[src/rtl/mem_arbiter_pkg.sv]
// Shared constants and types for the instruction/data memory arbiter.
package mem_arbiter_pkg;

    typedef enum logic [1:0] {
        OWN_NONE = 2'd0,
        OWN_IF   = 2'd1,
        OWN_D    = 2'd2
    } arb_owner_e;

    localparam logic [2:0] FUNCT3_LW  = 3'b010;
    localparam logic [2:0] FUNCT3_SW  = 3'b010;
    localparam logic [2:0] FUNCT3_LBU = 3'b100;

endpackage

[src/rtl/mem_arbiter.sv]
// Arbitrates fetch and data ports onto one shared combinational-read memory.
// Latency: grant same cycle, response exactly one cycle after the grant.
// Backpressure: a denied requester holds its request; fetch is forced after STARVE_LIMIT denials.
module mem_arbiter
    import mem_arbiter_pkg::*;
#(
    parameter int AWIDTH       = 32,
    parameter int DWIDTH       = 32,
    parameter int STARVE_LIMIT = 4
) (
    input  logic              clk,
    input  logic              rst,
    input  logic              if_req_i,
    input  logic [AWIDTH-1:0] if_addr_i,
    output logic              if_gnt_o,
    output logic              if_rvalid_o,
    output logic [DWIDTH-1:0] if_rdata_o,
    input  logic              d_req_i,
    input  logic              d_we_i,
    input  logic [AWIDTH-1:0] d_addr_i,
    input  logic [DWIDTH-1:0] d_wdata_i,
    input  logic [2:0]        d_funct3_i,
    output logic              d_gnt_o,
    output logic              d_rvalid_o,
    output logic [DWIDTH-1:0] d_rdata_o,
    output logic [AWIDTH-1:0] mem_addr_o,
    output logic [DWIDTH-1:0] mem_data_o,
    output logic [2:0]        mem_funct3_o,
    output logic              mem_read_en_o,
    output logic              mem_write_en_o,
    input  logic [DWIDTH-1:0] mem_data_i
);

    localparam logic [3:0] LIMIT = 4'(STARVE_LIMIT);

    logic [3:0] starve_cnt;
    arb_owner_e last_owner;
    arb_owner_e owner_nxt;

    // Data wins by default; a starved fetch overrides it.
    always_comb begin
        if_gnt_o = 1'b0;
        d_gnt_o  = 1'b0;
        if (!rst) begin
            if (if_req_i && (starve_cnt == LIMIT || !d_req_i)) begin
                if_gnt_o = 1'b1;
            end else if (d_req_i) begin
                d_gnt_o = 1'b1;
            end
        end
    end

    always_comb begin
        mem_addr_o     = '0;
        mem_data_o     = '0;
        mem_funct3_o   = 3'b000;
        mem_read_en_o  = 1'b0;
        mem_write_en_o = 1'b0;
        if (if_gnt_o) begin
            mem_addr_o    = if_addr_i;
            mem_funct3_o  = FUNCT3_LW;
            mem_read_en_o = 1'b1;
        end else if (d_gnt_o) begin
            mem_addr_o     = d_addr_i;
            mem_data_o     = d_wdata_i;
            mem_funct3_o   = d_funct3_i;
            mem_read_en_o  = !d_we_i;
            mem_write_en_o = d_we_i;
        end
    end

    always_ff @(posedge clk) begin
        if (rst || !if_req_i || if_gnt_o) begin
            starve_cnt <= 4'd0;
        end else if (starve_cnt < LIMIT) begin
            starve_cnt <= starve_cnt + 4'd1;
        end
    end

    always_ff @(posedge clk) begin
        if (rst) begin
            last_owner <= OWN_NONE;
        end else begin
            last_owner <= owner_nxt;
        end
    end

    always_comb begin
        owner_nxt = OWN_NONE;
        if (if_gnt_o) begin
            owner_nxt = OWN_IF;
        end else if (d_gnt_o) begin
            owner_nxt = OWN_D;
        end
    end

    // Gated by rst so a response in flight when reset arrives never escapes.
    always_comb begin
        if_rvalid_o = (last_owner == OWN_IF) && !rst;
        d_rvalid_o  = (last_owner == OWN_D) && !rst;
    end

    always_ff @(posedge clk) begin
        if (rst) begin
            if_rdata_o <= '0;
            d_rdata_o  <= '0;
        end else if (if_gnt_o) begin
            if_rdata_o <= mem_data_i;
        end else if (d_gnt_o) begin
            d_rdata_o <= d_we_i ? '0 : mem_data_i;
        end
    end

endmodule

[config.mk]
export PLATFORM = sky130hd
export DESIGN_NAME = mem_arbiter
export DESIGN_NICKNAME = d
export VERILOG_FILES = /design/src/rtl/mem_arbiter_pkg.sv /design/src/rtl/mem_arbiter.sv
export SDC_FILE = /design/constraint.sdc
export NUM_CORES = 1
export LEC_CHECK = 0
export CAP_MARGIN = 20
export CORE_MARGIN = 2
export CORE_UTILIZATION = 30
export CTS_CLUSTER_DIAMETER = 30
export CTS_CLUSTER_SIZE = 12
export DETAILED_ROUTE_END_ITERATION = 8
export PLACE_DENSITY_LB_ADDON = 0.2
export SLEW_MARGIN = 10
export SYNTH_ARGS = -nofsm -noshare
export SYNTH_HDL_FRONTEND = slang
export SYNTH_SLANG_ARGS = --single-unit
[constraint.sdc]
create_clock -name clk -period 5 [get_ports clk]
set_input_delay 1 -clock clk [delete_from_list [all_inputs] [get_ports clk]]
set_output_delay 1 -clock clk [all_outputs]
set_load 0.02 [all_outputs]
==> metrics, run 1 <==
reg2reg start=starve_cnt[0]; post-route cell area=6113 sq um; final wirelength=roughly 14000 um; Die Span Y=about 110 um; Syn Nets=approximately 470; CORE AREA=approximately 10000 sq um; status=finished clean; reg2reg end=starve_cnt[1]; Crit Path Class=input port to primary output; Tmin final=about 4.3 ns; Hold EP=d_rdata_o[17]; critical path's largest stage delay=0.61 ns; number of synthesized flops with an enable pin=0; Peak VDD IR=between 0.00015 and 0.0002 V; via count=around 3600; final period utilization=between 80% and 90%; area grow syn2layout=94.74%; max_cap viols=0; worst-margin pin slew=around 0.64 ns; Post-Syn Instances=approximately 330; Min-Delay Path Class=register to register; CP endpoint kind=primary output; asr flop ratio synth=0%; PD cells=about 240 nW/um^2; Synth Area per Inst=~9.5 sq um; first-pass GRT wire length=just over 20000 um; top-area cell type share of the netlist area=roughly 45%; drt first pass iters=4; Slowest cell on crit path=clkdlybuf4s50_1; number of synthesized register bits=70; critical-path cell list=clkdlybuf4s50_1 -> nand4b_4 -> a21oi_4 -> buf_12 -> a22o_1 -> clkdlybuf4s50_1; kind of cell adding the most delay to the critical path=buffers and inverters; Layout Nets=a little over 700; Initial Utilization=about 30%; RSZ-0062 raised after global routing=false; Hold Path Depth=2; reg2reg setup slack=between 2 and 2.5 ns; Layout Skew=approximately 0.014 ns; sequential area share after synthesis=around 45%; Hold WS=roughly 0.48 ns; CTS tree=built; Core Rows=37; CP max FO=57; FILL cells=just over 900; ANT cells=0; Post-CTS Setup Bufs=0; Synth top cells by count=dfxtp_1, a22o_1, and3_1; maximum buffer depth of the clock tree=2; Worst-Skew Late Latency=about 0.35 ns; Vias per Instance=around 5.0; static leakage=about 0.0024 uW; fraction of layout cells with a size suffix above 1=under 10%; Yosys warning count=0; Most used DFF post-synth=dfxtp_1; final hold violations=0; mapped cell area=3139 sq um; DIE WIDTH=106.3 um; grt total ovfl=0; clk slew on worst S/H paths=~0.07 ns; Iteration-0 DRC Markers=209; pins over their slew limit=0; Top Ports=~270; Avg WL per Cell=18.80 um; Post-DP HPWL=9736 um; WP data required=roughly 4 ns; vias in the first global route=~3600; hold_sp=d_rdata_o[17]; remaining antenna violation count=0; Netlist cell types=25; CTS Sinks=70; # setup viols final=0; TNS Setup=0 ns; Tot GR Track Use=between 20% and 30%; hold_buf cts=0; Clock Tree Root=clkbuf_8; WP buf/inv=3; fmax=around 230 MHz; placed inst area=between 5000 and 6000 sq um; WP data arrival=about 3.3 ns; Top cell by count, worst path=clkdlybuf4s50_1; PostCTS Resize Cnt=0; Worst Setup Start Kind=input port; final core area utilization=59.75%; slew margin rel.=57.28%; IO Port Bufs=~270; # H-tree levels=3; Num CTS Buffers=9; Area contributors post-synth=dfxtp_1, a22o_1, and3_1; # DRC=0; initial antenna violation count=0; cell taking the most area after synthesis=dfxtp_1; Placer Congestion=roughly 0.82; most common cell in the synthesized netlist=dfxtp_1; largest net degree at the start of global routing=between 70 and 80; WP depth=6; R2R cell count=7; die area=~11000 sq um
## metrics by stage
stage          power, uW  instances  setup slack (ns)
4_1_cts             1478        721            0.7284
2_1_floorplan      765.6        329             1.983
5_1_grt             1524        721            0.5881
6_report            1463        721            0.7111
3_5_place_dp        1005        705            0.7302
3_3_place_gp        1001        705            0.7786
## flip-flops by register name, summed over array words and instances (netlist names)
signal / flops
d_rdata_o: 32
last_owner: 2
if_rdata_o: 32
starve_cnt: 4
## final cells by class
| type | count | area, sq um | share of cell area (%) |
|---|---|---|---|
| tap | 136 | 170.2 | 2.783 |
| sequential | 70 | 1401 | 22.92 |
| clock buffer | 10 | 137.6 | 2.251 |
| timing repair buffer | 279 | 2783 | 45.52 |
| clock inverter | 6 | 67.56 | 1.105 |
| inverter | 3 | 11.26 | 0.1842 |
| multi-input combinational | 217 | 1543 | 25.24 |
## where the power goes
| group | switching (uW) | total (uW) | internal [uW] | leakage (uW) |
|---|---|---|---|---|
| Combinational | 172 | 394 | 223 | 0.00172 |
| Clock | 224 | 471 | 247 | 0.0000993 |
| Sequential | 13.9 | 598 | 584 | 0.000573 |
| Total | 410 | 1460 | 1050 | 0.00239 |
## metal layers
layer  global-route usage [%]  part of all wire (%)
met1                    25.00                    38
met2                    41.12                    51
met3                    7.112                   8.1
met4                    9.211                   3.0
met5                        0                     0
## how the worst max path moves through the flow
stage | start | end | slack, ns
6_report | if_req_i | mem_addr_o[3] | 0.71
5_1_grt | if_req_i | mem_addr_o[1] | 0.59
4_1_cts | if_req_i | mem_addr_o[18] | 0.73
3_5_place_dp | if_req_i | mem_addr_o[18] | 0.73
3_3_place_gp | if_req_i | mem_addr_o[26] | 0.78
2_1_floorplan | d_req_i | mem_addr_o[16] | 1.98
## cell usage in the layout, fill, tap and decap left out
cell type        count
inv_6                2
o211a_1              1
bufinv_16            1
and2_1               1
nor2b_1              1
nand4_1             32
nor2b_4              1
clkbuf_8            10
clkdlybuf4s50_1    270
buf_4                8
and2_4               1
inv_1                3
nor2_1               1
and3_1              38
dfxtp_1             70
xnor2_1              1
a21oi_4              1
nor3b_1              2
buf_12               1
mux2_2               1
nand4b_4             1
clkinv_2             1
a21o_1               2
ha_1                 2
o21ai_0             32
a21oi_1              1
and3b_1              1
nand2b_1            33
a22o_1              64
clkinvlp_4           2
## worst min-delay path, stage by stage (launching register included)
cell and delay [ns]:
dfxtp_1 0.31, nand2b_1 0.06, o21ai_0 0.06
## cells by family after synthesis
logic type,after synthesis,share of synthesized area [%]
flops,70,44.64
buf+inv,42,6.696
fa+ha+maj,2,0.7970
compound gates,101,24.19
simple gates,112,23.04
mux,1,0.3587
xor+xnor,1,0.2790
Power figures use the tool's default switching activity.
==> run 2, diff against run 1 <==
--- a/config.mk
+++ b/config.mk
@@ -11,6 +11,7 @@
 export CTS_CLUSTER_DIAMETER = 30
 export CTS_CLUSTER_SIZE = 12
 export DETAILED_ROUTE_END_ITERATION = 8
+export GPL_ROUTABILITY_DRIVEN = 0
 export PLACE_DENSITY_LB_ADDON = 0.2
 export SLEW_MARGIN = 10
 export SYNTH_ARGS = -nofsm -noshare
==> results of run 2 <==
Same layout as run 1: the final DEF is identical, and so are final timing and power.
==> run 3, diff against run 2 <==
--- a/config.mk
+++ b/config.mk
@@ -12,6 +12,7 @@
 export CTS_CLUSTER_SIZE = 12
 export DETAILED_ROUTE_END_ITERATION = 8
 export GPL_ROUTABILITY_DRIVEN = 0
+export MAX_ROUTING_LAYER = met4
 export PLACE_DENSITY_LB_ADDON = 0.2
 export SLEW_MARGIN = 10
 export SYNTH_ARGS = -nofsm -noshare
==> metrics, run 3 (same netlist as run 1, synthesis figures left out) <==
# H-tree levels=3; Peak VDD IR=roughly 0.00017 V; CTS tree=built; total internal power=about 1100 uW; worst-margin pin slew=roughly 0.65 ns; pins over their slew limit=0; hold_buf cts=0; final period utilization=about 86%; clk slew on worst S/H paths=roughly 0.070 ns; TNS Setup=0 ns; WP data required=around 4.0 ns; Die Span Y=roughly 110 um; # DRC=0; Num CTS Buffers=9; remaining antenna violation count=0; Tot GR Track Use=23.65%; Clock Power Share=~32%; Switching Fraction=about 28%; fraction of layout cells with a size suffix above 1=5.128%; R2R cell count=7; status=finished clean; CP max FO=between 50 and 60; Core Rows=37; CTS Sinks=70; Clock Tree Root=clkbuf_8; largest registers=d_rdata_o x32, if_rdata_o x32, starve_cnt x4; Vias per Instance=~5.1; WP data arrival=between 3 and 4 ns; vias in the first global route=roughly 3600; final wirelength=13600 um; Tmin final=4.291 ns; final hold violations=0; Worst Setup Start Kind=input port; die area=~11000 sq um; CP Launch Point=if_req_i; sequential share of power=40.8%; PostCTS Resize Cnt=0; Crit Path Class=input port to primary output; IO Port Bufs=approximately 270; Min-Delay Path Class=register to register; largest net degree at the start of global routing=71; Avg WL per Cell=~19 um; area grow syn2layout=94.74%; ANT cells=0; Layout Skew=about 0.016 ns; fmax=around 230 MHz; CP endpoint kind=primary output; reg2reg start=starve_cnt[0]; grt total ovfl=0; initial antenna violation count=0; switching pwr=around 400 uW; worst slack, placed=about 0.73 ns; via count=between 3000 and 4000; RSZ-0062 raised after global routing=false; combinational power share=between 20 and 30%; post-route setup slack=between 0.7 and 0.8 ns; Layout Nets=between 700 and 800; maximum buffer depth of the clock tree=2; drt first pass iters=4; most common cell after layout, fill and taps aside=clkdlybuf4s50_1; CORE AREA=10230 sq um; Worst setup endpoint=mem_addr_o[1]; DIE WIDTH=106.3 um; most frequent cells in the layout=clkdlybuf4s50_1, dfxtp_1, a22o_1; Top Ports=around 270; PD cells=roughly 240 nW/um^2; static leakage=~0.0024 uW; Iteration-0 DRC Markers=around 240; Initial Utilization=a little under a third; slew margin rel.=around 57%; Post-CTS Setup Bufs=0; total power=between 1000 and 1500 uW; # setup viols final=0; first-pass GRT wire length=20270 um; reg2reg end=starve_cnt[1]; max_cap viols=0; Worst-Skew Late Latency=0.34 ns; reg2reg setup slack=approximately 2.4 ns; Post-DP HPWL=between 9000 and 10000 um
## run 3: metal layers
layer	vias up	global-route usage, %	part of all wire [%]
li1	1736	-	-
met1	1713	26.02	39
met2	192	40.84	50
met3	23	6.193	7.9
met4	0	9.211	2.9
met5	-	-	0
## run 3: power by group through the flow
stage | logic (uW) | registers (uW) | clock network (uW)
2_1_floorplan | 126 | 640 | 0
5_1_grt | 414 | 601 | 511
4_1_cts | 397 | 598 | 484
6_report | 394 | 598 | 473
3_5_place_dp | 394 | 610 | 0
3_3_place_gp | 391 | 610 | 0
## run 3: cell type report
class / instances / area [sq um]
fill: 905 / 4118
timing repair buffer: 279 / 2783
multi-input combinational: 217 / 1543
sequential: 70 / 1401
tap: 136 / 170.2
clock buffer: 10 / 137.6
clock inverter: 6 / 67.56
inverter: 3 / 11.26
## run 3: per-stage QoR
stage / hold slack [ns] / cell area [sq um] / utilization [%] / std cells
after floorplan: 0.4883 / 3139 / - / 329
after global placement: 0.4568 / 5908 / 57.75 / 705
after detailed placement: 0.4560 / 5908 / 57.75 / 705
after CTS: 0.4782 / 6113 / 59.75 / 721
after global routing: 0.4899 / 6113 / 59.75 / 721
final: 0.4771 / 6113 / 59.75 / 721
## run 3: worst min-delay path by stage
stage	slack, ns	startpoint	to	cells after the start
global route	0.49	if_rdata_o[17]	if_rdata_o[17]	1
floorplan	0.49	starve_cnt[3]	starve_cnt[3]	1
CTS	0.48	d_rdata_o[26]	d_rdata_o[26]	2
detailed placement	0.46	if_rdata_o[12]	if_rdata_o[12]	1
global placement	0.46	if_rdata_o[3]	if_rdata_o[3]	1
finish	0.48	d_rdata_o[17]	d_rdata_o[17]	2
## run 3: critical path, stage by stage
cell and delay [ns]:
clkdlybuf4s50_1 0.61, nand2b_1 0.17, a21oi_4 0.35, buf_12 0.30
a22o_1 0.21, clkdlybuf4s50_1 0.60
==> edit (config.mk and constraints of run 3) <==
The parameter `AWIDTH` goes from 32 to 36.
--- a/src/rtl/mem_arbiter.sv
+++ b/src/rtl/mem_arbiter.sv
@@ -5,5 +5,5 @@
     import mem_arbiter_pkg::*;
 #(
-    parameter int AWIDTH       = 32,
+    parameter int AWIDTH       = 36,
     parameter int DWIDTH       = 32,
     parameter int STARVE_LIMIT = 4
Interface: changed (resized d_addr_i, if_addr_i and mem_addr_o); port bits go from 273 to 285. The function was not compared with the original's and may differ.
==> edit against run 3 <==
Critical path depth decreased by 1. Setup slack worse by 0.24 ns. Die area rose by 0.19%. Combinational power is 5.3% higher. Wire length grew 12%. First-iteration DRC count shrank 2.9%. Total power increased by 4.2%. Cell area grew 3.0%. Utilization is 1.8 points higher. Clock skew is 0.0096 ns lower. Area after synthesis rose by 0.20%. Sequential cell count unchanged. Clock power grew 8.5%. Maximum frequency down 5.3%. Largest cell class unchanged. Largest power group unchanged.
==> edit: results (changes against run 3) <==
Cells and area:
- The final instance count without filler cells came to 741 (+2.8%).
- The ratio of cells with drive above 1 in the final layout is 0.05464 (+0.003354).
- The number of inserted filler cells in the final layout is 864 (-4.5%).
- The layout net count came to 745 (+3.8%).

STA:
- The transition at the pin with the smallest max-transition slack is 1.080 ns (+0.4296 ns).
- The final clock skew is 0.006273 ns (-0.009613 ns).

Setup path:
- The arrival time at the worst endpoint came to 3.53 ns (+0.24 ns).
- The biggest fanout along the worst timing path is 56 (-1.8%).

Global route:
- The global routing usage summed across all routing layers is 0.2642 (+0.02773).
- The number of antenna violations at the first check in global routing was 1 (+1).
- The maximum number of pins on one net before global-route repair is 69 (-2.8%).
- The via count of the first global-routing pass is 3,854 (+6.6%).
- The first-pass GRT wire length is 22,200 microns (+9.5%).

Power:
- The maximum ir drop on the vdd rail is 0.1703 mV (-0.20%).
- The leakage power of the design is 2.476 nW (+3.6%).

Place:
- The placed cell count came to 724 (+2.7%).
- The number of buffers inserted by port buffering is 284 (+4.4%).
- The HPWL after detailed placement was 11,180 microns (+15%).
- The setup slack at placement came to 0.5084 ns (-0.2217 ns).

Logic synthesis:
- Ranked by instance count, the synthesized netlist is headed by dfxtp_1, a22o_1, and3_1.
- The share of synthesized area spent on multiplexers came to 0.003580 (-0.000007134).
- The number of distinct standard cells referenced by the synthesized netlist is 23 (-8.0%).
- The compound-cell area share of the yosys netlist is 0.2526 (+0.01066).
- The post-synthesis net count is 480 (+2.8%).
- The post-synthesis xor/xnor area fraction is 0.002784 (-0.000005549).
- The fraction of the mapped netlist area in adder cells came to 0.007955 (-0.00001585).
- Ranked by total cell area, the synthesized netlist is headed by dfxtp_1, a22o_1, and3_1, nand2b_1, nand4_1.
- The number of instances in the synthesized netlist was 334 (+1.5%).
- The register area share after synthesis is 0.4455 (-0.0008878).

Route:
- The wire length reported by the detailed router is 15,210 microns (+12%).
- The iteration-0 DRC count of the detailed router was 232 (-2.9%).
- The number of vias after detailed routing is 3,805 (+3.8%).
- The number of detailed-routing iterations run before antenna repair was 5 (+1).

Run status:
- The flow ran to the end, and the final reports show no timing, DRC or antenna violations.
edit: cell types whose count changed after synthesis, sizes merged:
cell,run 3,this run
a22o,64,68
buf,17,18
edit: stage by stage:
step | instance area [sq um] | hold slack, ns | util
floorplan | 3146 | 0.4883 | -
global placement | 6070 | 0.4521 | 0.5932
detailed placement | 6070 | 0.4554 | 0.5932
CTS | 6292 | 0.4697 | 0.6150
global route | 6295 | 0.4922 | 0.6153
finish | 6295 | 0.4651 | 0.6153
edit: worst paths after layout:
check / depth (start not counted) / start / slack (ns) / to
worst min register to register: 2 / d_rdata_o[18]$_SDFFE_PP0P_ / 0.47 / d_rdata_o[18]$_SDFFE_PP0P_
worst max-delay path: 5 / if_req_i / 0.47 / mem_addr_o[15]
worst max register to register: 7 / starve_cnt[0]$_SDFFE_PP0N_ / 2.66 / if_rdata_o[18]$_SDFFE_PP0P_
worst min-delay path: 2 / d_rdata_o[18]$_SDFFE_PP0P_ / 0.47 / d_rdata_o[18]$_SDFFE_PP0P_
edit: cell families after synthesis:
logic type / Yosys count
AO/OA/AOI/OAI: 105
XOR/XNOR: 1
adder cells (fa/ha/maj): 2
buffers and inverters: 43
flip-flops: 70
multiplexers: 1
AND/OR/NAND/NOR: 112
edit: metal layers:
metal,vias to the layer above,track usage,part of all wire
met2,165,0.4345,0.49
met1,1824,0.2971,0.39
li1,1788,-,-
met4,0,0.09962,0.029
met3,28,0.09013,0.089
met5,-,-,0
edit: worst max-delay path: stages:
cell	delay (ns)
clkdlybuf4s50_1	0.53
nand4b_4	0.18
and2_2	0.86
a22o_1	0.25
clkdlybuf4s50_1	0.66
edit: final cells by class:
class,count,area share
flip-flops and latches,70,0.2226
inverters,3,0.001789
diodes,1,0.0003975
repair buffers,294,0.4623
clock inverters,5,0.01292
multi-input cells,221,0.2504
clock buffers,11,0.02246
well taps,136,0.02703
edit: power by group:
| part | internal (mW) | leakage (nW) | switching, mW |
|---|---|---|---|
| registers | 0.584 | 0.573 | 0.0140 |
| logic | 0.233 | 1.79 | 0.183 |
| clock network | 0.296 | 0.110 | 0.217 |
